File: config.mk
export PLATFORM = sky130hd
export DESIGN_NAME = ringbuffer_ctrl
export DESIGN_NICKNAME = d
export VERILOG_FILES = /design/src/rtl/ringbuffer_ctrl_pkg.sv /design/src/rtl/ringbuffer_ctrl_outreg.sv /design/src/rtl/ringbuffer_ctrl.sv
export SDC_FILE = /design/constraint.sdc
export NUM_CORES = 1
export LEC_CHECK = 0
export CAP_MARGIN = 5
export CORE_MARGIN = 4
export CORE_UTILIZATION = 50
export DETAILED_ROUTE_END_ITERATION = 10
export PLACE_DENSITY = 0.74
export SYNTH_ARGS = -nofsm -noshare
export SYNTH_HDL_FRONTEND = slang
export SYNTH_SLANG_ARGS = --single-unit
File: constraint.sdc
create_clock -name sysclk -period 5.3 [get_ports sysclk]
set_clock_uncertainty 0.2 [all_clocks]
set_input_delay 1.06 -clock sysclk [delete_from_list [all_inputs] [get_ports sysclk]]
set_output_delay 1.06 -clock sysclk [all_outputs]
set_load 0.01 [all_outputs]
File: src/rtl/ringbuffer_ctrl_pkg.sv
// Shared definitions for the ADC ring buffer trigger sequencer: FSM state
// encodings, ring buffer read latency and the dead-time decode.
package ringbuffer_ctrl_pkg;

   localparam logic [3:0] ST_IDLE       = 4'd0;
   localparam logic [3:0] ST_FILL       = 4'd1;
   localparam logic [3:0] ST_ARMED      = 4'd2;
   localparam logic [3:0] ST_POST       = 4'd3;
   localparam logic [3:0] ST_CALC       = 4'd4;
   localparam logic [3:0] ST_HEADER     = 4'd5;
   localparam logic [3:0] ST_RD_SETUP   = 4'd6;
   localparam logic [3:0] ST_RD_FETCH   = 4'd7;
   localparam logic [3:0] ST_RD_PRESENT = 4'd8;

   // Address-to-data latency of the ring buffer read port (RD_SETUP + RD_FETCH).
   localparam int RB_RD_LAT = 2;

   function automatic logic is_busy(input logic [3:0] st);
      return !((st == ST_IDLE) || (st == ST_FILL) || (st == ST_ARMED));
   endfunction

endpackage

File: src/rtl/ringbuffer_ctrl_outreg.sv
// Readout holding register: keeps out_data/out_valid/out_last stable while the
// downstream stalls. Sample words pass rb_dout through on their first cycle.
module ringbuffer_ctrl_outreg
   import ringbuffer_ctrl_pkg::*;
#(
   parameter int WIDTH = 14
) (
   input  logic             sysclk,
   input  logic             rst,
   input  logic             load,
   input  logic             load_last,
   input  logic             hdr_load,
   input  logic [WIDTH-1:0] hdr_data,
   input  logic [WIDTH-1:0] rb_dout,
   input  logic             out_ready,
   output logic [WIDTH-1:0] out_data,
   output logic             out_valid,
   output logic             out_last
);

   logic             valid_r;
   logic             last_r;
   logic             pass_r;
   logic [WIDTH-1:0] hold_r;
   logic [WIDTH-1:0] data_s;

   // Word load, capture of the pass-through word, and release on handshake.
   always_ff @(posedge sysclk) begin
      if (rst) begin
         valid_r <= 1'b0;
         last_r  <= 1'b0;
         pass_r  <= 1'b0;
         hold_r  <= {WIDTH{1'b0}};
      end else if (load) begin
         valid_r <= 1'b1;
         last_r  <= load_last;
         pass_r  <= 1'b1;
      end else if (hdr_load) begin
         valid_r <= 1'b1;
         last_r  <= 1'b0;
         pass_r  <= 1'b0;
         hold_r  <= hdr_data;
      end else if (valid_r) begin
         if (pass_r) begin
            hold_r <= rb_dout;
            pass_r <= 1'b0;
         end
         if (out_ready) begin
            valid_r <= 1'b0;
            last_r  <= 1'b0;
         end
      end
   end

   // Output data select; zero whenever no word is on offer.
   always_comb begin
      data_s = {WIDTH{1'b0}};
      if (!valid_r) begin
         data_s = {WIDTH{1'b0}};
      end else if (pass_r) begin
         data_s = rb_dout;
      end else begin
         data_s = hold_r;
      end
   end

   assign out_data  = data_s;
   assign out_valid = valid_r;
   assign out_last  = last_r;

endmodule

File: src/rtl/ringbuffer_ctrl.sv
// Trigger-driven ADC ring buffer sequencer: fill, arm, capture a PRE/POST window,
// then read it back oldest-first. Optional event header: RINGBUFFER_CTRL_HEADER_EN.
module ringbuffer_ctrl
   import ringbuffer_ctrl_pkg::*;
#(
   parameter int SIZE  = 10,
   parameter int WIDTH = 14,
   parameter int PRE   = 64,
   parameter int POST  = 192
) (
   input  logic             sysclk,
   input  logic             rst,
   input  logic             run,
   input  logic             adc_valid,
   input  logic             trig,
   output logic             rb_wr_en,
   output logic             rb_rd_en,
   output logic [SIZE-1:0]  rb_ain,
   input  logic [SIZE-1:0]  rb_aout,
   input  logic [WIDTH-1:0] rb_dout,
   output logic [WIDTH-1:0] out_data,
   output logic             out_valid,
   input  logic             out_ready,
   output logic             out_last,
   output logic             busy
);

   localparam logic [SIZE:0]   ZERO_C   = {(SIZE+1){1'b0}};
   localparam logic [SIZE:0]   ONE_C    = (SIZE+1)'(1);
   localparam logic [SIZE:0]   PRE_C    = (SIZE+1)'(PRE);
   localparam logic [SIZE:0]   POST_C   = (SIZE+1)'(POST);
   localparam logic [SIZE:0]   N_C      = (SIZE+1)'(PRE + POST);
   // Truncation to SIZE bits makes a full-depth window start at rb_aout itself.
   localparam logic [SIZE-1:0] N_ADDR   = SIZE'(PRE + POST);
   localparam logic [SIZE-1:0] ADDR_ONE = SIZE'(1);

   logic [3:0]       state_r;
   logic [SIZE:0]    fill_cnt_r;
   logic [SIZE:0]    post_cnt_r;
   logic [SIZE:0]    rd_cnt_r;
   logic [SIZE-1:0]  rd_ptr_r;
   logic             wr_s;
   logic             accept_s;
   logic             hdr_load_s;
   logic [WIDTH-1:0] hdr_data_s;

`ifdef RINGBUFFER_CTRL_HEADER_EN
   logic [WIDTH-1:0] evt_cnt_r;
`endif

   assign wr_s     = adc_valid && !rst &&
                     ((state_r == ST_FILL) || (state_r == ST_ARMED) || (state_r == ST_POST));
   assign accept_s = out_valid && out_ready;

   assign rb_wr_en = wr_s;
   assign rb_rd_en = (state_r == ST_RD_FETCH) && !rst;
   assign rb_ain   = rd_ptr_r;
   assign busy     = is_busy(state_r);

   // Sequencer state and window counters.
   always_ff @(posedge sysclk) begin
      if (rst) begin
         state_r    <= ST_IDLE;
         fill_cnt_r <= ZERO_C;
         post_cnt_r <= ZERO_C;
         rd_cnt_r   <= ZERO_C;
         rd_ptr_r   <= {SIZE{1'b0}};
`ifdef RINGBUFFER_CTRL_HEADER_EN
         evt_cnt_r  <= {WIDTH{1'b0}};
`endif
      end else begin
         case (state_r)
            ST_IDLE: begin
               fill_cnt_r <= ZERO_C;
               if (run) begin
                  state_r <= ST_FILL;
               end
            end
            ST_FILL: begin
               if (!run) begin
                  state_r <= ST_IDLE;
               end else if (fill_cnt_r == PRE_C) begin
                  state_r <= ST_ARMED;
               end
               if (wr_s && (fill_cnt_r != PRE_C)) begin
                  fill_cnt_r <= fill_cnt_r + ONE_C;
               end
            end
            ST_ARMED: begin
               if (!run) begin
                  state_r <= ST_IDLE;
               end else if (trig) begin
                  // The trigger-cycle sample is already post sample 1.
                  post_cnt_r <= POST_C - {{SIZE{1'b0}}, adc_valid};
                  state_r    <= ((POST_C == ONE_C) && adc_valid) ? ST_CALC : ST_POST;
`ifdef RINGBUFFER_CTRL_HEADER_EN
                  evt_cnt_r  <= evt_cnt_r + WIDTH'(1);
`endif
               end
            end
            ST_POST: begin
               if (wr_s) begin
                  post_cnt_r <= post_cnt_r - ONE_C;
                  if (post_cnt_r == ONE_C) begin
                     state_r <= ST_CALC;
                  end
               end
            end
            ST_CALC: begin
               rd_ptr_r <= rb_aout - N_ADDR;
               rd_cnt_r <= N_C;
`ifdef RINGBUFFER_CTRL_HEADER_EN
               state_r  <= ST_HEADER;
`else
               state_r  <= ST_RD_SETUP;
`endif
            end
            ST_HEADER: begin
               if (accept_s) begin
                  state_r <= ST_RD_SETUP;
               end
            end
            ST_RD_SETUP: begin
               state_r <= ST_RD_FETCH;
            end
            ST_RD_FETCH: begin
               state_r <= ST_RD_PRESENT;
            end
            ST_RD_PRESENT: begin
               if (accept_s) begin
                  rd_ptr_r <= rd_ptr_r + ADDR_ONE;
                  rd_cnt_r <= rd_cnt_r - ONE_C;
                  if (rd_cnt_r == ONE_C) begin
                     fill_cnt_r <= ZERO_C;
                     state_r    <= run ? ST_FILL : ST_IDLE;
                  end else begin
                     state_r <= ST_RD_SETUP;
                  end
               end
            end
            default: begin
               state_r <= ST_IDLE;
            end
         endcase
      end
   end

`ifdef RINGBUFFER_CTRL_HEADER_EN
   // Header carries the pre-increment event count of the trigger just taken.
   assign hdr_load_s = (state_r == ST_CALC);
   assign hdr_data_s = evt_cnt_r - WIDTH'(1);
`else
   assign hdr_load_s = 1'b0;
   assign hdr_data_s = {WIDTH{1'b0}};
`endif

   ringbuffer_ctrl_outreg #(
      .WIDTH (WIDTH)
   ) u_outreg (
      .sysclk    (sysclk),
      .rst       (rst),
      .load      (state_r == ST_RD_FETCH),
      .load_last (rd_cnt_r == ONE_C),
      .hdr_load  (hdr_load_s),
      .hdr_data  (hdr_data_s),
      .rb_dout   (rb_dout),
      .out_ready (out_ready),
      .out_data  (out_data),
      .out_valid (out_valid),
      .out_last  (out_last)
   );

endmodule
==> results.ini <==
[status]
status=finished, final reports clean

[grt]
grt_max_degree=52
grt_pass1_vias=3231
grt_usage_pct=20.5
grt_overflow=0
antenna_found_initial=0
grt_pass1_wl_um=14700

[clock_network]
clk_pin_slew_ns=0.07
clkSinkCount=64
cts_made_buffers=9
cts_resized=0
clock-root-buffer=clkbuf_8
cts-hold-fix-buffers=0
clock_latency_ns=0.34
htreeDepth=3
cts_max_path_buffers=2
cts_tree=done
cts_setup_buffers=0

[setup_path]
path_cells=clkdlybuf4s50_1 -> or4b_4 -> or2_2 -> clkinv_1 -> clkdlybuf4s50_1
cpMostUsedCell=clkdlybuf4s50_1
slowest_delay_ns=0.56
path_buf_inv=3
worstPathArrival_ns=3.08
rr_worst_depth=5
crit_path_start_kind=input port
cp_top_family=buffers and inverters
end_kind=primary output
rrSetupSlack_ns=2.55
required_ns=4.04
critPathMaxFanout=9
r2r-start=state_r[2]
cp_slowest_cell=clkdlybuf4s50_1
r2r-end=fill_cnt_r[10]
cp_num_cells=5
worst-setup-path-type=in -> out

[synthesis]
synth_edf_count=0
yosys_most_used_dff=dfxtp_1
ys_seq_area_share_pct=35.6
ys_async_sr_fraction_pct=0
yosysTopAreaCell=dfxtp_1
yosysTopAreaCellShare_pct=35.6
avgSynthCellArea_um2=7.62
yosysMostFrequentCell=nand2_1
ys_ff_latch=64
synth_area_leaders=dfxtp_1, nand2_1, a21oi_1
synth.distinct_cells=60
synth_nets=509
synth_top_cells_by_count=nand2_1, dfxtp_1, a21oi_1
yosys_warnings=0
synthesis.area_mm2=0.00360
syn_inst=472

[die]
die_x_um=92.8
initial_core_util_pct=52.1
io_pins=59
die_area_mm2=0.00862
design.core.area_mm2=0.00691
die_h_um=92.8
rows=30

[finish]
fillers=643
antenna_cells=0
final_nets=554
utilization_pct=63.1
area_delta_synth_final_pct=21.1
drive_above_1_share_pct=4.79
final_cell_count_no_fill=618

[placed_design]
numPortBuffers=58
dp_hpwl_um=6100
post-place-ws_ns=0.984
place.gp.congestion=0.857
dp_cells=602

[worst_hold_path]
min_from=u_outreg.hold_r[9]
hold_depth=2
hold_path_end=u_outreg.hold_r[9]
min_path_type=reg -> reg

[detailed_routing]
drt_wl_total_um=8710
post_drt_wl_per_cell_um=14.1
vias=3500
firstDrtPassIters=4
first_iter_violations=188
drc=0
ant_nets=0
vias_per_cell=5.66

[sta]
fin_crit_sh_pct=81.8
rsz0062_at_grt=false
hold_violations=0
whs_ns=0.259
slew_headroom_pct=30.9
tns_ns=0
fin_crit_ns=4.34
tightest_slew_ns=1.02
fmax_mhz=231
report.final.slew_viol_count=0
setup_slack_ns=0.963
setup_viol=0

[power_and_ir_drop]
p_per_area_mw_per_mm2=248
ir_worst_vdd_uv=130
power.static_leakage_uw=0.00144

[job]
maxCapViolCount=0

## cell families after synthesis
kind of cell	count (synthesis)	synth area share [%]
compound gates	124	20.4
xor+xnor	13	3.16
fa+ha+maj	7	2.43
buf+inv	35	4.10
flops	64	35.6
mux	16	4.49
simple gates	213	29.8
## sequential cells by signal (all words and copies together) (netlist names)
name / count
u_outreg.hold_r: 14
fill_cnt_r: 11
post_cnt_r: 11
rd_cnt_r: 11
rb_ain: 10
state_r: 4
u_outreg.out_last: 1
u_outreg.out_valid: 1
u_outreg.pass_r: 1
## stage by stage
step                      cell area, µm²  power (µW)
after floorplan                     3600         668
after global placement              4190         726
after detailed placement            4190         730
after CTS                           4360        1090
after global routing                4360        1140
final                               4360        1080
## per-layer routing
layer,up-vias,track usage [%],share of wire (%)
met1,1632,26.5,45
met5,-,0,0
met4,0,4.64,0.77
li1,1768,-,-
met3,6,5.93,5.7
met2,94,33.6,48
## worst register-to-register path: cells and delay by family (launching register included)
family | cells | cell delay [ns]
simple gates | 3 | 1.70
compound gates | 2 | 0.29
flops | 1 | 0.46
## worst max path at each step
stage / startpoint / to / slack (ns)
2_1_floorplan: rst / rb_wr_en / 1.95
3_3_place_gp: adc_valid / rb_wr_en / 1.01
3_5_place_dp: adc_valid / rb_wr_en / 0.98
4_1_cts: adc_valid / rb_wr_en / 0.97
5_1_grt: adc_valid / rb_wr_en / 0.88
6_report: adc_valid / rb_wr_en / 0.96
## area by class of cell
class,instances,area [µm²],area share [%]
Sequential cell,64,1280,29.4
Tap cell,96,120,2.76
Clock buffer,12,145,3.33
Inverter,10,37.5,0.862
Timing Repair Buffer,59,583,13.4
Multi-Input combinational cell,373,2170,49.8
Clock inverter,4,20.0,0.460
## layout by cell type, fill, tap and decap left out, types with 2 or more instances in the layout
master and count:
nand2_1 74, dfxtp_1 64, clkdlybuf4s50_1 57, a21oi_1 53
nor2_1 45, o21ai_0 38, nor2b_1 19, nand3_1 16
mux2i_1 15, nor3_1 10, clkbuf_8 10, inv_1 9
xnor2_1 9, nor4_1 7, a31oi_1 7, ha_1 7
and3_1 5, nor4b_1 5, or3_1 4, nand2b_1 4
a22oi_1 4, xor2_1 4, clkinv_2 4, nand4_1 3
a311oi_1 3, a31o_2 2, and4_1 2, or4_1 2
nand3b_1 2, o21a_1 2, nand4b_1 2, and4b_1 2
o2111ai_1 2, clkbuf_1 2
## power breakdown
| group | total [µW] | switching [µW] | leakage (µW) | internal (µW) |
|---|---|---|---|---|
| combinational | 195 | 109 | 0.000837 | 86.4 |
| sequential | 527 | 31.3 | 0.000516 | 495 |
| clock | 358 | 179 | 0.0000899 | 179 |
(Power assumes the default switching activity.)
